`src/rtl/ext_pipe_if.sv`:
```
// Handshake bundle between an upstream producer, ext_pipe and its consumer.
// master = the side that offers immediates and consumes results.
// slave  = ext_pipe itself.
interface ext_pipe_if #(
    parameter int IMM_W = 16,
    parameter int OUT_W = 32
);
    logic             in_valid;
    logic             in_ready;
    logic [1:0]       ext_op;
    logic [IMM_W-1:0] imm;
    logic             flush;
    logic             out_valid;
    logic             out_ready;
    logic [OUT_W-1:0] out_data;

    modport master (
        output in_valid, ext_op, imm, flush, out_ready,
        input  in_ready, out_valid, out_data
    );

    modport slave (
        input  in_valid, ext_op, imm, flush, out_ready,
        output in_ready, out_valid, out_data
    );
endinterface

```
`src/rtl/ext_pipe.sv`:
```
// Immediate extension stage: zero/sign/upper/shifted-sign extension of an
// IMM_W-bit field to OUT_W bits, registered behind a two-entry skid buffer.
//
// Handshake: a beat moves on a side only in a cycle where valid && ready are
// both high at the rising edge. valid must not depend on ready; ready on the
// input side comes straight from a flop, so there is no combinational path
// from out_ready to in_ready. Once out_valid is up, out_data is held until
// the beat is taken.
module ext_pipe #(
    parameter int IMM_W = 16,
    parameter int OUT_W = 32,
    parameter int SHIFT = 2
) (
    input  logic       clk,
    input  logic       reset,
    ext_pipe_if.slave  bus,
    output logic [1:0] dbg_state
);

    // Reject illegal width/shift combinations at elaboration time.
    if (OUT_W <= IMM_W) begin : g_bad_width
        $error("ext_pipe: OUT_W must be greater than IMM_W");
    end
    if (SHIFT < 0 || SHIFT >= OUT_W) begin : g_bad_shift
        $error("ext_pipe: SHIFT must be in 0..OUT_W-1");
    end

    localparam int PAD_W = OUT_W - IMM_W;

    // EMPTY: nothing held; ONE: output reg valid; FULL: output + skid valid.
    typedef enum logic [1:0] {
        S_EMPTY = 2'd0,
        S_ONE   = 2'd1,
        S_FULL  = 2'd2
    } state_t;

    state_t           state;
    state_t           state_next;
    logic             in_ready_q;
    logic [OUT_W-1:0] out_q;
    logic [OUT_W-1:0] skid_q;
    logic [OUT_W-1:0] result;
    logic [OUT_W-1:0] sext;
    logic             xfer_in;
    logic             xfer_out;

    assign xfer_in      = bus.in_valid && in_ready_q;
    assign xfer_out     = bus.out_valid && bus.out_ready;
    assign bus.in_ready = in_ready_q;
    assign bus.out_valid = (state != S_EMPTY);
    assign bus.out_data = out_q;
    assign dbg_state    = state;

    // Extend the incoming immediate according to ext_op.
    always_comb begin
        sext   = {{PAD_W{bus.imm[IMM_W-1]}}, bus.imm};
        result = '0;
        case (bus.ext_op)
            2'd0:    result = {{PAD_W{1'b0}}, bus.imm};
            2'd1:    result = sext;
            2'd2:    result = {bus.imm, {PAD_W{1'b0}}};
            default: result = sext << SHIFT;
        endcase
    end

    // Occupancy transitions; flush empties the pipe regardless of traffic.
    always_comb begin
        state_next = state;
        if (bus.flush) begin
            state_next = S_EMPTY;
        end else begin
            case (state)
                S_EMPTY: if (xfer_in) state_next = S_ONE;
                S_ONE: begin
                    if (xfer_in && !xfer_out)      state_next = S_FULL;
                    else if (!xfer_in && xfer_out) state_next = S_EMPTY;
                end
                S_FULL:  if (xfer_out) state_next = S_ONE;
                default: state_next = S_EMPTY;
            endcase
        end
    end

    // State register; in_ready is re-registered from the next occupancy.
    always_ff @(posedge clk) begin
        if (!reset) begin
            state      <= S_EMPTY;
            in_ready_q <= 1'b1;
        end else begin
            state      <= state_next;
            in_ready_q <= (state_next != S_FULL);
        end
    end

    // Result storage: output register plus skid register.
    always_ff @(posedge clk) begin
        if (!reset) begin
            out_q  <= '0;
            skid_q <= '0;
        end else if (!bus.flush) begin
            case (state)
                S_EMPTY: if (xfer_in) out_q <= result;
                S_ONE: begin
                    if (xfer_in && xfer_out) out_q  <= result;
                    else if (xfer_in)        skid_q <= result;
                end
                S_FULL:  if (xfer_out) out_q <= skid_q;
                default: ;
            endcase
        end
    end

endmodule

```
`src/flat_wrapper.sv`:
```
// flat-port wrapper written by rule: the top's interface ports become plain ports
module ext_pipe_flat 
#(
    parameter int IMM_W = 16,
    parameter int OUT_W = 32,
    parameter int SHIFT = 2
)
  (clk, reset, dbg_state, bus_in_valid, bus_ext_op, bus_imm, bus_flush, bus_out_ready, bus_in_ready, bus_out_valid, bus_out_data);
  ext_pipe_if #(.IMM_W(IMM_W), .OUT_W(OUT_W)) bus_i ();
  input  logic clk;
  input  logic reset;
  output logic [1:0] dbg_state;
  input wire logic [$bits(bus_i.in_valid)-1:0] bus_in_valid;
  input wire logic [$bits(bus_i.ext_op)-1:0] bus_ext_op;
  input wire logic [$bits(bus_i.imm)-1:0] bus_imm;
  input wire logic [$bits(bus_i.flush)-1:0] bus_flush;
  input wire logic [$bits(bus_i.out_ready)-1:0] bus_out_ready;
  output wire logic [$bits(bus_i.in_ready)-1:0] bus_in_ready;
  output wire logic [$bits(bus_i.out_valid)-1:0] bus_out_valid;
  output wire logic [$bits(bus_i.out_data)-1:0] bus_out_data;
  assign bus_i.in_valid = bus_in_valid;
  assign bus_i.ext_op = bus_ext_op;
  assign bus_i.imm = bus_imm;
  assign bus_i.flush = bus_flush;
  assign bus_i.out_ready = bus_out_ready;
  assign bus_in_ready = bus_i.in_ready;
  assign bus_out_valid = bus_i.out_valid;
  assign bus_out_data = bus_i.out_data;
  ext_pipe #(.IMM_W(IMM_W), .OUT_W(OUT_W), .SHIFT(SHIFT)) u_core (.clk(clk), .reset(reset), .bus(bus_i), .dbg_state(dbg_state));
endmodule
```
`config.mk`:
```
export PLATFORM = sky130hd
export DESIGN_NAME = ext_pipe_flat
export DESIGN_NICKNAME = d
export VERILOG_FILES = /design/src/rtl/ext_pipe_if.sv /design/src/rtl/ext_pipe.sv /design/src/flat_wrapper.sv
export SDC_FILE = /design/constraint.sdc
export NUM_CORES = 1
export LEC_CHECK = 0
export CORE_AREA = 2 2 80 82
export DETAILED_ROUTE_END_ITERATION = 6
export DIE_AREA = 0 0 82 84
export PLACE_DENSITY = 0.77
export SKIP_LAST_GASP = 1
export SLEW_MARGIN = 20
export SYNTH_ARGS = -nofsm -noshare
export SYNTH_HDL_FRONTEND = slang
export SYNTH_SLANG_ARGS = --single-unit
```
`constraint.sdc`:
```
create_clock -name clk -period 1.64 [get_ports clk]
set_input_delay 0.328 -clock clk [delete_from_list [all_inputs] [get_ports clk]]
set_output_delay 0.328 -clock clk [all_outputs]
set_load 0.03 [all_outputs]
```
# Word level (Yosys, flattened, before mapping)
# Index checks and enable logic that the tools add are counted.
[totals]
regBits = 67
input_bits = 23
output_inout_bits = 36
[classes]
n_eq_ne = 8
n_mux = 11
bitwise = 2
n_reduce_logical = 13
[op_table]
columns = ["operator", "n"]
rows = [
  ["$pmux W32 S3", 2],
  ["$mux W32", 3],
  ["$mux W2", 5],
  ["$ne A2 B1 Y1 const B", 3],
  ["$pmux W2 S3", 1],
  ["$logic_and A1 B1 Y1", 5],
  ["$reduce_and A5 Y1", 1],
  ["$eq A2 B1 Y1 const B", 2],
  ["$eq A2 B2 Y1 const B", 2],
  ["$logic_not A2 Y1", 2],
  ["$reduce_and A4 Y1", 1],
  ["$reduce_bool A3 Y1", 1],
  ["$logic_not A1 Y1", 2],
  ["$ne A2 B2 Y1 const B", 1],
  ["$not A1 Y1", 2],
  ["$reduce_bool A2 Y1", 1],
]

# Longest topological paths before layout
[depth]
ltp_word = 8
ltp_mapped = 6
depth_no_buf = 4

# Least setup slack after synthesis
# Ideal clock, no wire load.
[synth_timing]
path_type = "reg2reg"
from = "register u_core.in_ready_q, in the netlist u_core.bus.in_ready"
to = "register u_core.out_q[10], in the netlist u_core.bus.out_data[10]"
setup_time_ps = 116
arrival_ps = 1553
t_required_ps = 1524
slack_ps = -29
stages_incl_launch_ff = 6
n_path_buf = 1
cell_sequence = "dfxtp_1 nand3b_4 o31ai_4 buf_2 nor2_1 a31o_2"
[synth_between]
elab_chain_cells = 4
[synth_rtl]
columns = ["element", "line", "rtl"]
rows = [
  ["from (decl)", "ext_pipe.sv:39", "logic in_ready_q;"],
  ["from (signal assigned)", "ext_pipe.sv:91", "in_ready_q <= (state_next != S_FULL);"],
  ["$logic_and A1 B1 Y1 *", "ext_pipe.sv:47", "assign xfer_in = bus.in_valid && in_ready_q;"],
  ["$logic_and A1 B1 Y1", "ext_pipe.sv:104", "if (xfer_in && xfer_out) out_q <= result;"],
  ["$ne A2 B1 Y1 (no line)", "n/a", ""],
  ["$reduce_and A5 Y1 (no line) *", "n/a", ""],
  ["to (signal assigned)", "ext_pipe.sv:102", "S_EMPTY: if (xfer_in) out_q <= result;"],
  ["to (signal assigned)", "ext_pipe.sv:104", ""],
  ["to (signal assigned)", "ext_pipe.sv:107", "S_FULL: if (xfer_out) out_q <= skid_q;"],
  ["to (decl)", "ext_pipe.sv:40", "logic [OUT_W-1:0] out_q;"],
]
# Every way passes the cells marked *; elsewhere a longest branch is shown, timed or not.
# A chain may end at the register's enable or synchronous reset.

# Worst setup path in the final report
[layout_timing]
from = "register u_core.state[0], in the netlist u_core.dbg_state[0]"
to = "output dbg_state[0]"
[layout_rtl]
columns = ["element", "line", "rtl"]
rows = [
  ["from (decl)", "ext_pipe.sv:37", "state_t state;"],
  ["from (signal assigned)", "ext_pipe.sv:90", "state <= state_next;"],
  ["to (decl)", "flat_wrapper.sv:12", "output logic [1:0] dbg_state;"],
]
# No word-level cell between the ends.

==> out/metrics.yaml <==
clocking:
  clockBufferDepth: 2
  cts_buffers: 9
  clock_latency_ns: 0.34
  cts_tree: "done"
  post-cts-setup-buffer-count: 0
  clk_pin_slew_worst_paths_ns: 0.06
  cts-root-buf: "clkbuf_8"
  cts.sinks: 67
  cts_htree_levels: 3
job:
  drv_cap: 0
placed_design:
  io_buffers: 58
  gp_congestion: 0.800
  dpl.hpwl_mm: 4.89
  dp_cells: 490
  dpl_cell_area_mm2: 0.00380
worst_setup_path:
  crit_required_ns: 1.31
  rr_worst_depth: 5
  critPathMaxStageDelay_ns: 0.47
  critPathTopFamily: "flip-flops"
  arrival_ns: 1.25
  crit_type: "reg2out"
  path_max_fanout: 7
  regToRegSetupSlack_ns: 0.14
  cpMaxStageDelayCell: "dfxtp_1"
  r2r-start: "u_core.dbg_state[0]$_SDFF_PN0_"
  end_kind: "output pin"
  cp-start-kind: "flip-flop"
  cp_cell_sequence: "dlygate4sd2_1"
  path_buf_inv: 1
  r2r_end: "u_core.skid_q[11]$_SDFFE_PN0P_"
layout:
  final_common_cell: "dfxtp_1"
  layout_common_cells: "65 x dfxtp_1, 61 x nand2_1, 43 x nor2_1"
  stdcell_count: 506
  final_area_mm2: 0.00398
  nFillCells: 537
  drive_above_1_share_pct: 14.2
  fin_nets: 448
  antenna_cells: 0
  area_growth_pct: 34.3
  utilization_pct: 65.3
synth:
  synth_top_area_share_pct: 45.3
  yosys-top-cells-area: "dfxtp_1 45%, nand2_1 7.7%, a211oi_1 5.8%"
  ys_ff_latch: 67
  mappedNetlistArea_mm2: 0.00296
  synth_edf_count: 0
  yosysUniqueCellTypes: 33
  syn_area_per_cell_um2: 8.19
  synth_top_cell_by_area: "dfxtp_1"
  synth_top_flop_cell: "dfxtp_1"
  syn_inst: 362
  synthArstFlopShare_pct: 0
  synth_fp_nets: 385
  seq_area_frac_synth_pct: 45.3
  yosysWarningCount: 0
timing:
  timing.final.crit_period_ns: 1.58
  finClkSkew_ns: 0.00541
  slew_viol_final: 0
  slew_headroom_pct: 76.2
  fin_crit_sh_pct: 96.2
  hold_violations: 0
  max_freq_mhz: 634
  whs_ns: 0.469
  finalSetupViolCount: 0
  worstMarginPinSlew_ns: 0.356
  rsz0062_at_grt: "no"
global_route:
  grt_max_degree: 61
  grt_pass1_vias: 2554
  grt_usage_pct: 22.4
  grt_antenna_before_repair: 0
  grt_pass1_wl_mm: 12.0
  grt_overflow_total: 0
routing:
  viasPerCell: 5.52
  initialDrtViolationCount: 221
  ant_nets: 0
  wl_per_cell_um: 14.1
  routed_wl_mm: 7.15
  vias: 2792
  first_pass_iters: 4
  drc: 0
worst_hold_path:
  min-delay-start: "u_core.bus.out_data[18]$_SDFFE_PN0P_"
  min_to: "u_core.bus.out_data[18]$_SDFFE_PN0P_"
  hold_class: "reg2reg"
  min_path_cells: 2
pwr:
  power_density_mw_per_mm2: 925
  p_leak_nw: 1.55
  ir_drop_v: 0.000536
floorplan:
  initial_utilization_pct: 48.6
  core.rowCount: 29
  die_area_mm2: 0.00689
  die_y_um: 84
  coreArea_mm2: 0.00610
  die-width_um: 82
  ios: 59
status:
  status: "completed"
## synth_stat cells (2+ instances only)
| master | count |
|---|---|
| a22oi_1 | 9 |
| nand2b_1 | 7 |
| nand2_1 | 61 |
| o211ai_1 | 2 |
| buf_2 | 10 |
| a21oi_1 | 25 |
| nor2b_1 | 5 |
| clkbuf_1 | 22 |
| o22ai_1 | 20 |
| clkinv_1 | 2 |
| nor3_1 | 2 |
| a31o_2 | 9 |
| nor2_1 | 43 |
| o21ai_0 | 11 |
| nand3_1 | 5 |
| mux2i_1 | 3 |
| o21a_1 | 15 |
| a211oi_1 | 23 |
| a311oi_1 | 8 |
| dfxtp_1 | 67 |
## per-stage QoR
stage	power (mW)	TNS (ns)	worst slack (ns)
after global routing	3.84	0	0.0102
after floorplan	2.04	0	0.0623
final	3.68	0	0.0620
after detailed placement	2.30	-14.46	-0.278
after global placement	2.29	-12.97	-0.247
after CTS	3.72	-0.0706	-0.0706
## layout make-up
cell class | count | area, µm² | area share, %
clock inverters | 1 | 30.0 | 0.754
multi-input cells | 260 | 1490 | 37.5
clock buffers | 14 | 183 | 4.59
well taps | 77 | 96.3 | 2.42
repair buffers | 83 | 813 | 20.4
repair inverters | 1 | 5.00 | 0.126
inverters | 3 | 15.0 | 0.377
flip-flops and latches | 67 | 1340 | 33.8
## sequential cells by signal, summed over array words and instances (netlist names)
register / count
u_core.bus.out_data: 32
u_core.skid_q: 32
u_core.dbg_state: 2
u_core.bus.in_ready: 1
## report_power, final
part	leakage, nW	internal, mW	switching [mW]
Sequential	0.543	1.68	0.0240
Combinational	0.899	0.233	0.304
Clock	0.109	0.861	0.584
## worst max path at each step
stage | from | cells past startpoint | slack (ns) | endpoint
after floorplan | u_core.dbg_state[0]$_SDFF_PN0_ | 5 | 0.06 | u_core.skid_q[0]$_SDFFE_PN0P_
after global placement | bus_ext_op[1] | 5 | -0.25 | u_core.bus.out_data[12]$_SDFFE_PN0P_
final | u_core.dbg_state[0]$_SDFF_PN0_ | 1 | 0.06 | dbg_state[0]
after detailed placement | bus_in_valid | 6 | -0.28 | u_core.bus.out_data[10]$_SDFFE_PN0P_
after CTS | u_core.dbg_state[0]$_SDFF_PN0_ | 2 | -0.07 | bus_out_valid
after global routing | bus_flush | 6 | 0.01 | u_core.skid_q[18]$_SDFFE_PN0P_
## cell families after synthesis
group,share of synthesized area [%]
AND/OR/NAND/NOR,19.1
buffers and inverters,4.85
XOR/XNOR,0.296
AO/OA/AOI/OAI,29.1
multiplexers,1.39
flip-flops,45.3
## routing by layer
layer,up-vias,global-route usage [%],wire length (µm)
met5,-,0,0
met1,1296,29.3,3200
met3,12,5.30,405
met2,74,34.7,3380
met4,0,9.70,157
li1,1410,-,-
## what timing repair did
item / in CTS / in global routing
pin swaps: 0 / 1
setup endpoints to repair: 36 / 9
cloned: 0 / 1
hold buffers: 0 / 0
gates resized for setup: 36 / 6
## worst min-delay path, cell delays in order, from the launching register on
cell and delay (ns):
dfxtp_1 0.31, nand2_1 0.05, o22ai_1 0.06
Power figures use the tool's default switching activity.
